### src/rtl/seg7_scan_ctrl.sv
// seg7_scan_ctrl
// --------------
// Time-multiplexed driver for an 8-digit common-anode 7-segment display.
// Digits are scanned 7,6,...,0. Each slot lasts CLK_DIV cycles. The first DEAD
// cycles of a slot are blanked so that the previous digit's segments cannot
// ghost onto the next anode. Leading zeros can be suppressed, and any digit can
// be masked dark or given a decimal point.
//
// Parameters
//   CLK_DIV    clock cycles per digit slot (DEAD+2 .. 2**20)
//   DEAD       blanking cycles at the start of each slot (>= 1)
// Ports
//   clk        clock, rising edge
//   rst_n      synchronous active-low reset
//   en         1 = scan, 0 = display dark
//   digit_in   hex nibble selected externally by sel
//   blank_mask bit i forces digit i dark
//   dp_mask    bit i lights the decimal point of digit i
//   lz_blank   1 = suppress leading zeros (digit 0 is never suppressed)
//   sel        current digit index for the external nibble mux
//   an         anode enables, active-low (one-hot-low or all ones)
//   seg        segments a..g on seg[0]..seg[6], active-low
//   dp         decimal point, active-low
//   frame_done one-cycle pulse after the last slot of a frame
`timescale 1ns/1ps
module seg7_scan_ctrl #(
    parameter int CLK_DIV = 1000,
    parameter int DEAD    = 4
) (
    input  logic       clk,
    input  logic       rst_n,
    input  logic       en,
    input  logic [3:0] digit_in,
    input  logic [7:0] blank_mask,
    input  logic [7:0] dp_mask,
    input  logic       lz_blank,
    output logic [2:0] sel,
    output logic [7:0] an,
    output logic [6:0] seg,
    output logic       dp,
    output logic       frame_done
);

    localparam int CW = $clog2(CLK_DIV);
    localparam logic [CW-1:0] CNT_LAST = CW'(CLK_DIV - 1);
    localparam logic [CW-1:0] DEAD_M1  = CW'(DEAD - 1);

    typedef enum logic [1:0] {IDLE, BLANK, SHOW} state_t;

    state_t        state;
    logic [CW-1:0] cnt;
    logic          nz;          // a non-zero, unmasked digit has been shown this frame

    logic [6:0]    seg_dec;
    logic          masked;
    logic          suppressed;
    logic          lit;
    logic [7:0]    an_nxt;
    logic [6:0]    seg_nxt;
    logic          dp_nxt;

    // Hex to active-low segments, bit order g f e d c b a.
    always_comb begin
        seg_dec = 7'h7F;
        unique case (digit_in)
            4'h0: seg_dec = 7'b1000000;
            4'h1: seg_dec = 7'b1111001;
            4'h2: seg_dec = 7'b0100100;
            4'h3: seg_dec = 7'b0110000;
            4'h4: seg_dec = 7'b0011001;
            4'h5: seg_dec = 7'b0010010;
            4'h6: seg_dec = 7'b0000010;
            4'h7: seg_dec = 7'b1111000;
            4'h8: seg_dec = 7'b0000000;
            4'h9: seg_dec = 7'b0010000;
            4'hA: seg_dec = 7'b0001000;
            4'hB: seg_dec = 7'b0000011;
            4'hC: seg_dec = 7'b1000110;
            4'hD: seg_dec = 7'b0100001;
            4'hE: seg_dec = 7'b0000110;
            4'hF: seg_dec = 7'b0001110;
        endcase
    end

    // NOTE: every signal gets a default before any conditional update, so no
    // path through this block leaves a value unassigned and no latch is inferred.
    always_comb begin
        masked     = blank_mask[sel];
        suppressed = lz_blank && !nz && (digit_in == 4'h0) && (sel != 3'd0);
        lit        = (state == SHOW) && !masked && !suppressed;
        an_nxt     = 8'hFF;
        seg_nxt    = 7'h7F;
        dp_nxt     = 1'b1;
        if (lit) begin
            an_nxt  = ~(8'd1 << sel);
            seg_nxt = seg_dec;
            dp_nxt  = ~dp_mask[sel];
        end
    end

    // NOTE: sequential state uses non-blocking assignments only, so every
    // right-hand side below sees the pre-edge value regardless of statement order.
    always_ff @(posedge clk) begin
        if (!rst_n) begin
            state      <= IDLE;
            cnt        <= '0;
            sel        <= 3'd7;
            nz         <= 1'b0;
            an         <= 8'hFF;
            seg        <= 7'h7F;
            dp         <= 1'b1;
            frame_done <= 1'b0;
        end else begin
            // Outputs are registered from this cycle's state, sel and digit_in.
            an         <= an_nxt;
            seg        <= seg_nxt;
            dp         <= dp_nxt;
            frame_done <= 1'b0;

            if (!en) begin
                state <= IDLE;
                cnt   <= '0;
                sel   <= 3'd7;
                an    <= 8'hFF;
                seg   <= 7'h7F;
                dp    <= 1'b1;
            end else begin
                unique case (state)
                    IDLE: begin
                        state <= BLANK;
                        cnt   <= '0;
                        sel   <= 3'd7;
                        nz    <= 1'b0;
                    end
                    default: begin
                        if (state == SHOW && digit_in != 4'h0 && !masked)
                            nz <= 1'b1;
                        if (cnt == CNT_LAST) begin
                            cnt   <= '0;
                            sel   <= sel - 3'd1;   // 0 wraps to 7
                            state <= BLANK;
                            if (sel == 3'd0) begin
                                // Next slot is digit 7: a new frame begins.
                                nz         <= 1'b0;
                                frame_done <= 1'b1;
                            end
                        end else begin
                            cnt   <= cnt + 1'b1;
                            state <= (cnt >= DEAD_M1) ? SHOW : BLANK;
                        end
                    end
                endcase
            end
        end
    end

endmodule

### config.mk
export PLATFORM = sky130hd
export DESIGN_NAME = seg7_scan_ctrl
export DESIGN_NICKNAME = d
export VERILOG_FILES = /design/src/rtl/seg7_scan_ctrl.sv
export SDC_FILE = /design/constraint.sdc
export NUM_CORES = 1
export LEC_CHECK = 0
export ABC_CLOCK_PERIOD_IN_PS = 2900
export CAP_MARGIN = 40
export CORE_MARGIN = 2
export CORE_UTILIZATION = 33
export CTS_BUF_LIST = sky130_fd_sc_hd__clkbuf_4
export CTS_CLUSTER_SIZE = 24
export DETAILED_ROUTE_END_ITERATION = 16
export PLACE_DENSITY_LB_ADDON = 0.1
export SYNTH_ARGS = -nofsm -noshare
export SYNTH_HDL_FRONTEND = slang
export SYNTH_SLANG_ARGS = --single-unit
### constraint.sdc
create_clock -name clk -period 2.9 [get_ports clk]
set_input_delay 0.725 -clock clk [delete_from_list [all_inputs] [get_ports clk]]
set_output_delay 0.725 -clock clk [all_outputs]
set_load 0.02 [all_outputs]
# Word-level counts from Yosys, hierarchy flattened
# Memories as Yosys holds them, arrays and structs flattened. A register that Yosys moved wholly into a read port is not among the register bits.
# Index checks and enable logic that the tools add are counted.
# word_totals
ff_bits	26
latch_bits	0
ramBits	0
rom_bits	112
out_inout_bits	20
elab_cells	54
n_memories	1
# classes
addsub	2
n_mul	0
div_mod_pow	0
order_cmp	2
eq_ne	2
n_shift	1
mux	12
bitwise	5
n_reduce_logical	21
# memory_table
memory	depth	width	read_ports	rd_ports_with_merged_regs	write_ports	line_no	source
(name not given)	16	7	1	1	0	65	unique case (digit_in)
# ops
cell	count
adder 10 x 1 -> 10 bit, second input constant	1
== test 10 bit, second input constant	1
greater-or-equal comparator 10 x 2 -> 1 bit, second input constant	1
2-to-1 mux 1 bit	9
NOT 8 bit	1
OR reduction 4 bit	2
left shift 1 x 3 -> 8 bit, first input constant	1
logical AND 1 bit	7
binary-select mux 1 bit (select 3 bit)	2
zero test 1 bit	4
zero test 4 bit	1
< comparator 3 x 4 -> 1 bit, second input constant	1
NOT 1 bit	4
nonzero test 4 bit	1
zero test 3 bit	1
AND reduction 3 bit	1
nonzero test 3 bit	1
OR reduction 3 bit	1
subtractor 3 x 1 -> 3 bit, second input constant	1
== test 2 bit, second input constant	1
zero test 2 bit	1
2-to-1 mux 2 bit	1
AND reduction 2 bit	1

# Longest topological paths before layout
# Gate-level depths: netlist of the first run.
# depth
ltp_word	8
mapped_depth	7
ltp_nobuf	6

# Worst setup path before layout of the first run
# OpenSTA, ideal clock, no wires.
# synth_timing
kind	in2reg
start	in digit_in[0]
end	reg seg[5]
setup_ns	0.095
arrival_ns	1.967
setup_slack_ns	0.838
stages	6
cell_sequence	inv_1 ha_1 or3b_1 o41ai_4 a21oi_4 o311ai_1
# synth_via
elab_chain_len	7
# synth_rtl
item	line_no	source
start, declared	33	input logic [3:0] digit_in,
zero test 4 bit	89	suppressed = lz_blank && !nz && (digit_in == 4'h0) && (sel != 3'd0);
logical AND 1 bit (2 in a row)	89	
zero test 1 bit	90	lit = (state == SHOW) && !masked && !suppressed;
logical AND 1 bit	90	
AND reduction 3 bit (no line)	--	
zero test 1 bit (no line)	--	
end, declared	39	output logic [6:0] seg,
# Several ways; a longest one is shown, not always the timed one.
# A chain may end at the register's enable or synchronous reset.

# Worst setup path after layout of the first run
# layout_timing
start	in digit_in[0]
end	reg an[5]
# layout_via
elab_chain_len	6
# layout_rtl
item	line_no	source
zero test 4 bit	89	
logical AND 1 bit (2 in a row)	89	
zero test 1 bit	90	
logical AND 1 bit	90	
AND reduction 3 bit (no line)	--	
end signal, assigned	115	an <= an_nxt;
end, declared	38	output logic [7:0] an,
# Every way passes these cells.

==> impl_metrics.yaml, run 1 <==
logic_synthesis:
  synth_common_cells: "dfxtp_1, nand2_1, nor2_1"
  ys_seq_area_share_pct: 41.3
  avgSynthCellArea_sq_um: 9.48
  synth_fa_ha_area_share_pct: 9.38
  synth_top_family_by_area: "simple AND/OR/NAND/NOR gates"
  synth_top_area_cell: "dfxtp_1"
  syn_nets: 205
  yosys-top-cells-area: "dfxtp_1, ha_1, nand2_1"
  synth-simple-area-share_pct: 22.5
  ys_ff_latch: 33
  synth_compound_area_share_pct: 9.45
  syn_area_sq_um: 1600
  synth_xor_area_share_pct: 5.47
  synth_edf_count: 0
  async_flop_share_pct: 0
  synth.most_common_cell: "dfxtp_1"
  synthFlopType: "dfxtp_1"
  synthMuxAreaShare_pct: 8.12
  ys_types: 34
  yosysWarnings: 0
  yosysTopAreaCellShare_pct: 41.3
  syn_inst: 169
die:
  core_area_sq_um: 4690
  ios: 44
  die_w_um: 73.7
  start_util_pct: 34.1
  row_count: 25
  die-area_sq_um: 5430
  die_h_um: 73.7
pwr:
  p_per_area_nw_per_um2: 363
  peakVddDrop_v: 0.000231
  leakagePower_nw: 0.869
sta:
  finalCriticalPeriod_ns: 2.40
  rsz0062_at_grt: "no"
  slew_headroom_pct: 71.4
  fmax_mhz: 417
  finalSetupViolCount: 0
  drv_slew: 0
  finalHoldViolCount: 0
  fin_skew_ns: 0.0121
  fin_setup_tns_ns: 0
  timing.final.crit_share_pct: 82.7
  worst_pin_slew_ns: 0.428
detailed_routing:
  dr.pass1.iters: 4
  vias: 1304
  drc_errors: 0
  drt_wl_total_um: 3400
  ant_nets: 0
  first_iter_violations: 48
  via_per_inst: 4.79
  wl_per_cell_um: 12.5
min_path:
  hold_class: "register to register"
setup_path:
  ff2ff_setup_slack_ns: 1.06
  critPathMaxStageDelay_ns: 0.49
  worstSetupPathType: "primary input to register"
  path_buf_inv: 2
  start_kind: "primary input"
  critPathMaxFanout: 5
  worstPathArrival_ns: 2.68
  path_cells: "clkdlybuf4s50_1 -> inv_1 -> ha_1 -> or3b_1 -> o41ai_4 -> nor2_1 -> nand2_1"
  required_ns: 3.18
  worst_setup_path_end_kind: "register"
  cp_slowest_cell: "clkdlybuf4s50_1"
  path_delay_family: "simple AND/OR/NAND/NOR gates"
clocking:
  cts_tree: "done"
  cts_hold_buffers: 0
  cts_resized: 0
  cts_made_buffers: 5
  cts.sinks: 33
  root_buffer: "clkbuf_4"
  clk_pin_slew_worst_paths_ns: 0.10
  clockBufferDepth: 2
  clk_latency_ns: 0.33
  post_cts_buffers: 0
  h-tree-depth: 2
cells_and_area:
  antennaDiodeCount: 0
  fin_cells: 272
  drive_gt1_share_pct: 8.72
  fin_area_sq_um: 2140
  area_growth_pct: 33.9
  finalNetCount: 253
  post-route-util_pct: 45.7
job:
  max_cap_viol_count: 0
global_route:
  grt_pass1_wl_um: 5840
  grt_overflow: 0
  grt_max_degree: 15
  grt_pass1_vias: 1300
  antenna_found_initial: 0
  grt_use_total_pct: 14.0
placed_design:
  port_buffers: 43
  placed_area_sq_um: 2090
  dp_hpwl_um: 2640
  gp_congestion: 0.826
  dp.cells: 264
outcome:
  run_status: "finished clean"
==> worst reg2reg max path, delay by kind of cell, from the launching register on <==
family	cells	cell delay, ns
adders and majority gates	1	0.28
DFF	1	0.53
buffers and inverters	1	0.19
and+or+nand+nor	3	0.45
AOI/OAI and AO/OA	1	0.34
==> state kept, by name, indices dropped and copies added (netlist names) <==
signal,flops
nz,1
cnt,10
frame_done,1
seg,7
an,8
dp,1
sel,3
state,2
==> report_power, final <==
group	leakage, nW	switching (W)	total, W	internal [W]
clock network	0.0300	0.000155	0.000242	0.0000876
registers	0.267	0.00000149	0.000456	0.000455
logic	0.572	0.0000308	0.0000795	0.0000487
==> cells in the final DEF, fill, tap and decap left out, types with 3 or more instances in the layout <==
cell | synthesis | final
nand3_1 | 6 | 6
clkbuf_4 | 0 | 5
o21ai_0 | 3 | 3
nand4_1 | 3 | 3
nand2_1 | 32 | 32
nor2_1 | 17 | 17
inv_1 | 9 | 9
nor2b_1 | 3 | 3
mux2i_1 | 4 | 4
ha_1 | 12 | 12
xnor2_1 | 6 | 6
and3_1 | 3 | 3
clkdlybuf4s50_1 | 0 | 43
o211ai_1 | 4 | 4
xor2_1 | 4 | 4
buf_4 | 0 | 3
mux4_2 | 4 | 4
dfxtp_1 | 33 | 33
==> through the flow <==
stage | power [W] | hold WS [ns] | setup WS, ns
finish | 0.000778 | 0.487 | 0.503
floorplan | 0.000501 | 0.430 | 0.838
detailed placement | 0.000546 | 0.457 | 0.151
global placement | 0.000545 | 0.455 | 0.202
global route | 0.000818 | 0.540 | 0.400
CTS | 0.000792 | 0.487 | 0.499
==> cells by family (layout without fill, tap and decap cells) <==
logic type	after synthesis	count (layout)
xor gates and xnor gates	10	10
DFF	33	33
AOI/OAI and AO/OA	16	16
buffers and inverters	14	63
muxes	8	8
adders and majority gates	12	12
and+or+nand+nor	76	76
==> final timing paths <==
path                     from  endpoint  cells past startpoint
setup / recovery  digit_in[0]     an[5]                      7
hold / removal         cnt[0]    cnt[0]                      1
setup reg to reg       sel[0]     an[5]                      6
hold reg to reg        cnt[0]    cnt[0]                      1
==> metal layers <==
metal | vias to the layer above | share of wire (%) | track usage [%]
met5 | - | 0 | 0
met4 | 0 | 1.4 | 5.45
met3 | 7 | 3.7 | 3.84
met2 | 25 | 50 | 23.9
met1 | 596 | 45 | 16.7
li1 | 676 | - | -
==> cell type report <==
cell class                      instances  area, sq um
Multi-Input combinational cell        122          880
Tap cell                               54         67.6
Clock inverter                          3         12.5
Inverter                                9         33.8
Sequential cell                        33          661
Timing Repair Buffer                   46          453
Fill cell                             456         2550
Clock buffer                            5         37.5
No activity file was read; power rests on OpenSTA's default activity.
==> run 2: changes to the inputs <==
- ABC_CLOCK_PERIOD_IN_PS: 2900 -> 2350
- clock period: 2.9 -> 2.35 ns (I/O delays scaled with it)
==> run 2 against run 1 <==
Against the previous run:
- power up 23%
- final cell count up 2.2%
- setup slack worse by 0.32 ns
- sequential cell count unchanged
- combinational power up 28%
- first-iteration DRC count down 4.2%
- core utilization up 0.96 points
- global-route usage about the same
- non-clock buffer count up 6
- hold slack better by 0.012 ns
- die area unchanged
- critical path type is now register to primary output
==> impl_metrics.yaml, run 2 (synthesis gave the netlist of run 1 again) <==
cells_and_area:
  largest_register_ffs: 10
  drive_gt1_share_pct: 11.2
  fillCellCount: 459
  antennaDiodeCount: 0
  post-route-util_pct: 46.7
  final_common_cell: "clkdlybuf4s50_1"
  final_cell_mix: "clkdlybuf4s50_1, dfxtp_1, nand2_1"
  fin_cells: 278
  area_growth_pct: 36.7
  finalNetCount: 259
  reg.largest.list: "cnt (10), an (8), seg (7)"
  largest_register: "cnt"
min_path:
  hold_class: "register to register"
setup_path:
  worstPathArrival_ns: 1.58
  path_delay_family: "buffers and inverters"
  required_ns: 1.76
  critPathMaxFanout: 10
  path_buf_inv: 1
  cp_slowest_cell: "clkdlybuf4s50_1"
  path_cells: "clkdlybuf4s50_1"
  critPathMaxStageDelay_ns: 0.69
  worst_setup_path_end_kind: "primary output"
  worstSetupPathType: "register to primary output"
  ff2ff_setup_slack_ns: 0.55
  start_kind: "register"
clocking:
  cts_resized: 0
  h-tree-depth: 2
  root_buffer: "clkbuf_4"
  post_cts_buffers: 0
  cts_hold_buffers: 0
  clk_latency_ns: 0.32
  cts.sinks: 33
  clk_pin_slew_worst_paths_ns: 0.09
  cts_tree: "done"
  clockBufferDepth: 2
  cts_made_buffers: 5
pwr:
  p_per_area_nw_per_um2: 436
  p_clk_share_pct: 30.4
  power.internal_w: 0.000732
  pwr-share-comb_pct: 10.7
  seq_power_share_pct: 58.9
  power_switching_share_pct: 23.4
  p_switching_w: 0.000223
  peakVddDrop_v: 0.000324
  leakagePower_nw: 0.898
sta:
  worst_pin_slew_ns: 0.395
  rsz0062_at_grt: "no"
  finalCriticalPeriod_ns: 2.17
  fin_skew_ns: 0.00484
  finalSetupViolCount: 0
  slew_headroom_pct: 73.7
  timing.final.crit_share_pct: 92.2
  worst_hold_slack_ns: 0.500
  fmax_mhz: 462
  finalHoldViolCount: 0
  drv_slew: 0
global_route:
  antenna_found_initial: 0
  grt_pass1_wl_um: 5920
  grt_pass1_vias: 1401
  grt_use_total_pct: 14.0
  grt_max_degree: 15
  grt_overflow: 0
die:
  die_h_um: 73.7
  core_area_sq_um: 4690
  start_util_pct: 34.1
  row_count: 25
  ios: 44
  die-area_sq_um: 5430
  die_w_um: 73.7
detailed_routing:
  ant_nets: 0
  wl_per_cell_um: 12.3
  vias: 1329
  dr.pass1.iters: 4
  first_iter_violations: 46
  drc_errors: 0
  via_per_inst: 4.78
  drt_wl_total_um: 3420
job:
  max_cap_viol_count: 0
placed_design:
  dp_hpwl_um: 2730
  gp_congestion: 0.771
  port_buffers: 43
  dp.cells: 270
outcome:
  run_status: "finished clean"
run 2: final cells by class:
| type | instances | area, sq um | area share, % |
|---|---|---|---|
| multi-input cells | 122 | 880 | 40.2 |
| flip-flops and latches | 33 | 661 | 30.2 |
| repair buffers | 52 | 498 | 22.7 |
| well taps | 54 | 67.6 | 3.09 |
| clock buffers | 5 | 37.5 | 1.71 |
| inverters | 9 | 33.8 | 1.54 |
| clock inverters | 3 | 12.5 | 0.571 |
run 2: per-stage QoR:
| stage | total power, W | setup TNS (ns) | setup slack [ns] | area, sq um |
|---|---|---|---|---|
| 6_report | 0.000956 | 0 | 0.183 | 2190 |
| 3_3_place_gp | 0.000677 | -0.665 | -0.0611 | 2140 |
| 4_1_cts | 0.000971 | 0 | 0.142 | 2190 |
| 5_1_grt | 0.00101 | 0 | 0.0765 | 2190 |
| 2_1_floorplan | 0.000619 | 0 | 0.425 | 1600 |
| 3_5_place_dp | 0.000678 | -0.786 | -0.0805 | 2140 |
run 2: path summary, 6_finish.rpt:
check | startpoint | end | depth (start not counted)
worst max-delay path | sel[1] | sel[1] | 1
worst min-delay path | cnt[0] | cnt[0] | 1
worst max register to register | sel[0] | an[0] | 6
worst min register to register | cnt[0] | cnt[0] | 1
run 2: metal layers:
layer / GRT usage (%) / up-vias / part of all wire, %
li1: - / 690 / -
met1: 16.7 / 612 / 47
met2: 23.5 / 20 / 49
met3: 4.12 / 7 / 3.0
met4: 5.66 / 0 / 1.3
met5: 0 / - / 0
run 2: power by group through the flow:
stage                     Sequential, W  Clock (W)  Combinational, W
after floorplan                0.000575          0         0.0000434
after global placement         0.000576          0          0.000101
after detailed placement       0.000576          0          0.000102
after CTS                      0.000563   0.000305          0.000103
after global routing           0.000563   0.000328          0.000113
final                          0.000563   0.000291          0.000102
==> run 3: changes to the inputs <==
- CTS_BUF_LIST: sky130_fd_sc_hd__clkbuf_4 -> sky130_fd_sc_hd__clkbuf_4 sky130_fd_sc_hd__clkbuf_8
- REMOVE_ABC_BUFFERS: unset -> 1
==> run 3 against run 2 <==
Against the previous run:
- via count grew 0.38%
- sequential share of layout area shrank 0.74 points
- power grew 14%
- critical path type is now primary input to register
- largest cell class unchanged
- largest power group unchanged
- highest routed layer unchanged
==> impl_metrics.yaml, run 3 (synthesis gave the netlist of run 1 again) <==
outcome:
  run_status: "finished clean"
die:
  die_h_um: 73.7
  start_util_pct: 34.1
  core_area_sq_um: 4690
  die_w_um: 73.7
  ios: 44
  die-area_sq_um: 5430
  row_count: 25
cells_and_area:
  antennaDiodeCount: 0
  fillCellCount: 448
  largest_register: "cnt"
  drive_gt1_share_pct: 12.4
  area_growth_pct: 40.2
  reg.largest.list: "cnt (10), an (8), seg (7)"
  fin_area_sq_um: 2240
  final_common_cell: "clkdlybuf4s50_1"
  largest_register_ffs: 10
  finalNetCount: 261
  final_cell_mix: "clkdlybuf4s50_1, dfxtp_1, nand2_1"
detailed_routing:
  ant_nets: 0
  dr.pass1.iters: 4
  via_per_inst: 4.78
  first_iter_violations: 19
  vias: 1334
  drt_wl_total_um: 3420
  wl_per_cell_um: 12.3
  drc_errors: 0
clocking:
  cts_made_buffers: 5
  cts_hold_buffers: 0
  clk_latency_ns: 0.27
  clockBufferDepth: 2
  clk_pin_slew_worst_paths_ns: 0.06
  cts_resized: 0
  root_buffer: "clkbuf_8"
  cts.sinks: 33
  post_cts_buffers: 0
  cts_tree: "done"
  h-tree-depth: 2
placed_design:
  post-place-ws_ns: -0.0563
  port_buffers: 43
  placed_area_sq_um: 2150
  dp_hpwl_um: 2770
  gp_congestion: 0.816
sta:
  finalCriticalPeriod_ns: 2.12
  worst_pin_slew_ns: 0.382
  rsz0062_at_grt: "no"
  finalSetupViolCount: 0
  drv_slew: 0
  fin_skew_ns: 0.00122
  fin_setup_tns_ns: 0
  setup_slack_ns: 0.230
  finalHoldViolCount: 0
  fmax_mhz: 472
  timing.final.crit_share_pct: 90.2
  slew_headroom_pct: 74.4
global_route:
  grt_pass1_wl_um: 5910
  grt_max_degree: 15
  antenna_found_initial: 0
  grt_pass1_vias: 1370
  grt_overflow: 0
  grt_use_total_pct: 14.2
setup_path:
  critPathMaxFanout: 4
  cp_slowest_cell: "o41ai_4"
  critPathMaxStageDelay_ns: 0.42
  start_kind: "primary input"
  path_cells: "clkdlybuf4s50_1 -> inv_1 -> ha_1 -> or3b_1 -> o41ai_4 -> nor2_1 -> nand2_1"
  worst_setup_path_end_kind: "register"
  required_ns: 2.57
  worstSetupPathType: "primary input to register"
  worstPathArrival_ns: 2.34
pwr:
  peakVddDrop_v: 0.000279
  p_per_area_nw_per_um2: 484
  leakagePower_nw: 0.924
min_path:
  hold_class: "register to register"
job:
  max_cap_viol_count: 0
-- run 3: final cells by class --
| class | count | area, sq um | area share [%] |
|---|---|---|---|
| well taps | 54 | 67.6 | 3.01 |
| repair buffers | 54 | 513 | 22.9 |
| clock buffers | 7 | 90.1 | 4.01 |
| flip-flops and latches | 33 | 661 | 29.4 |
| multi-input cells | 122 | 880 | 39.2 |
| inverters | 9 | 33.8 | 1.51 |
-- run 3: routing by layer --
| layer | up-vias | global-route usage [%] | share of wire (%) |
|---|---|---|---|
| li1 | 687 | - | - |
| met1 | 608 | 15.3 | 44 |
| met2 | 33 | 25.7 | 49 |
| met3 | 6 | 4.12 | 5.4 |
| met4 | 0 | 6.06 | 1.6 |
| met5 | - | 0 | 0 |
-- run 3: worst paths after layout --
| kind | to | startpoint | slack [ns] | depth (start not counted) |
|---|---|---|---|---|
| hold / removal | cnt[0] | cnt[0] | 0.47 | 1 |
| setup reg to reg | an[5] | sel[0] | 0.49 | 6 |
| hold reg to reg | cnt[0] | cnt[0] | 0.47 | 1 |
| setup / recovery | an[5] | digit_in[0] | 0.23 | 7 |
-- run 3: critical path, delay by kind of cell --
kind	cells	cell delay [ns]
AOI/OAI and AO/OA	1	0.42
buffers and inverters	2	0.49
adders and majority gates	1	0.16
and+or+nand+nor	3	0.67
-- run 3: report_power, final --
group          internal [W]  total, W  switching [W]
Clock              0.000243  0.000419       0.000176
Combinational     0.0000647  0.000103      0.0000387
Sequential         0.000562  0.000564     0.00000192
-- run 3: through the flow --
step	std cells	total power [W]	utilization (%)	hold WS [ns]
2_1_floorplan	164	0.000615	-	0.430
3_3_place_gp	272	0.000677	45.9	0.453
3_5_place_dp	272	0.000679	45.9	0.457
4_1_cts	279	0.00110	47.8	0.474
5_1_grt	279	0.00114	47.8	0.506
6_report	279	0.00109	47.8	0.471
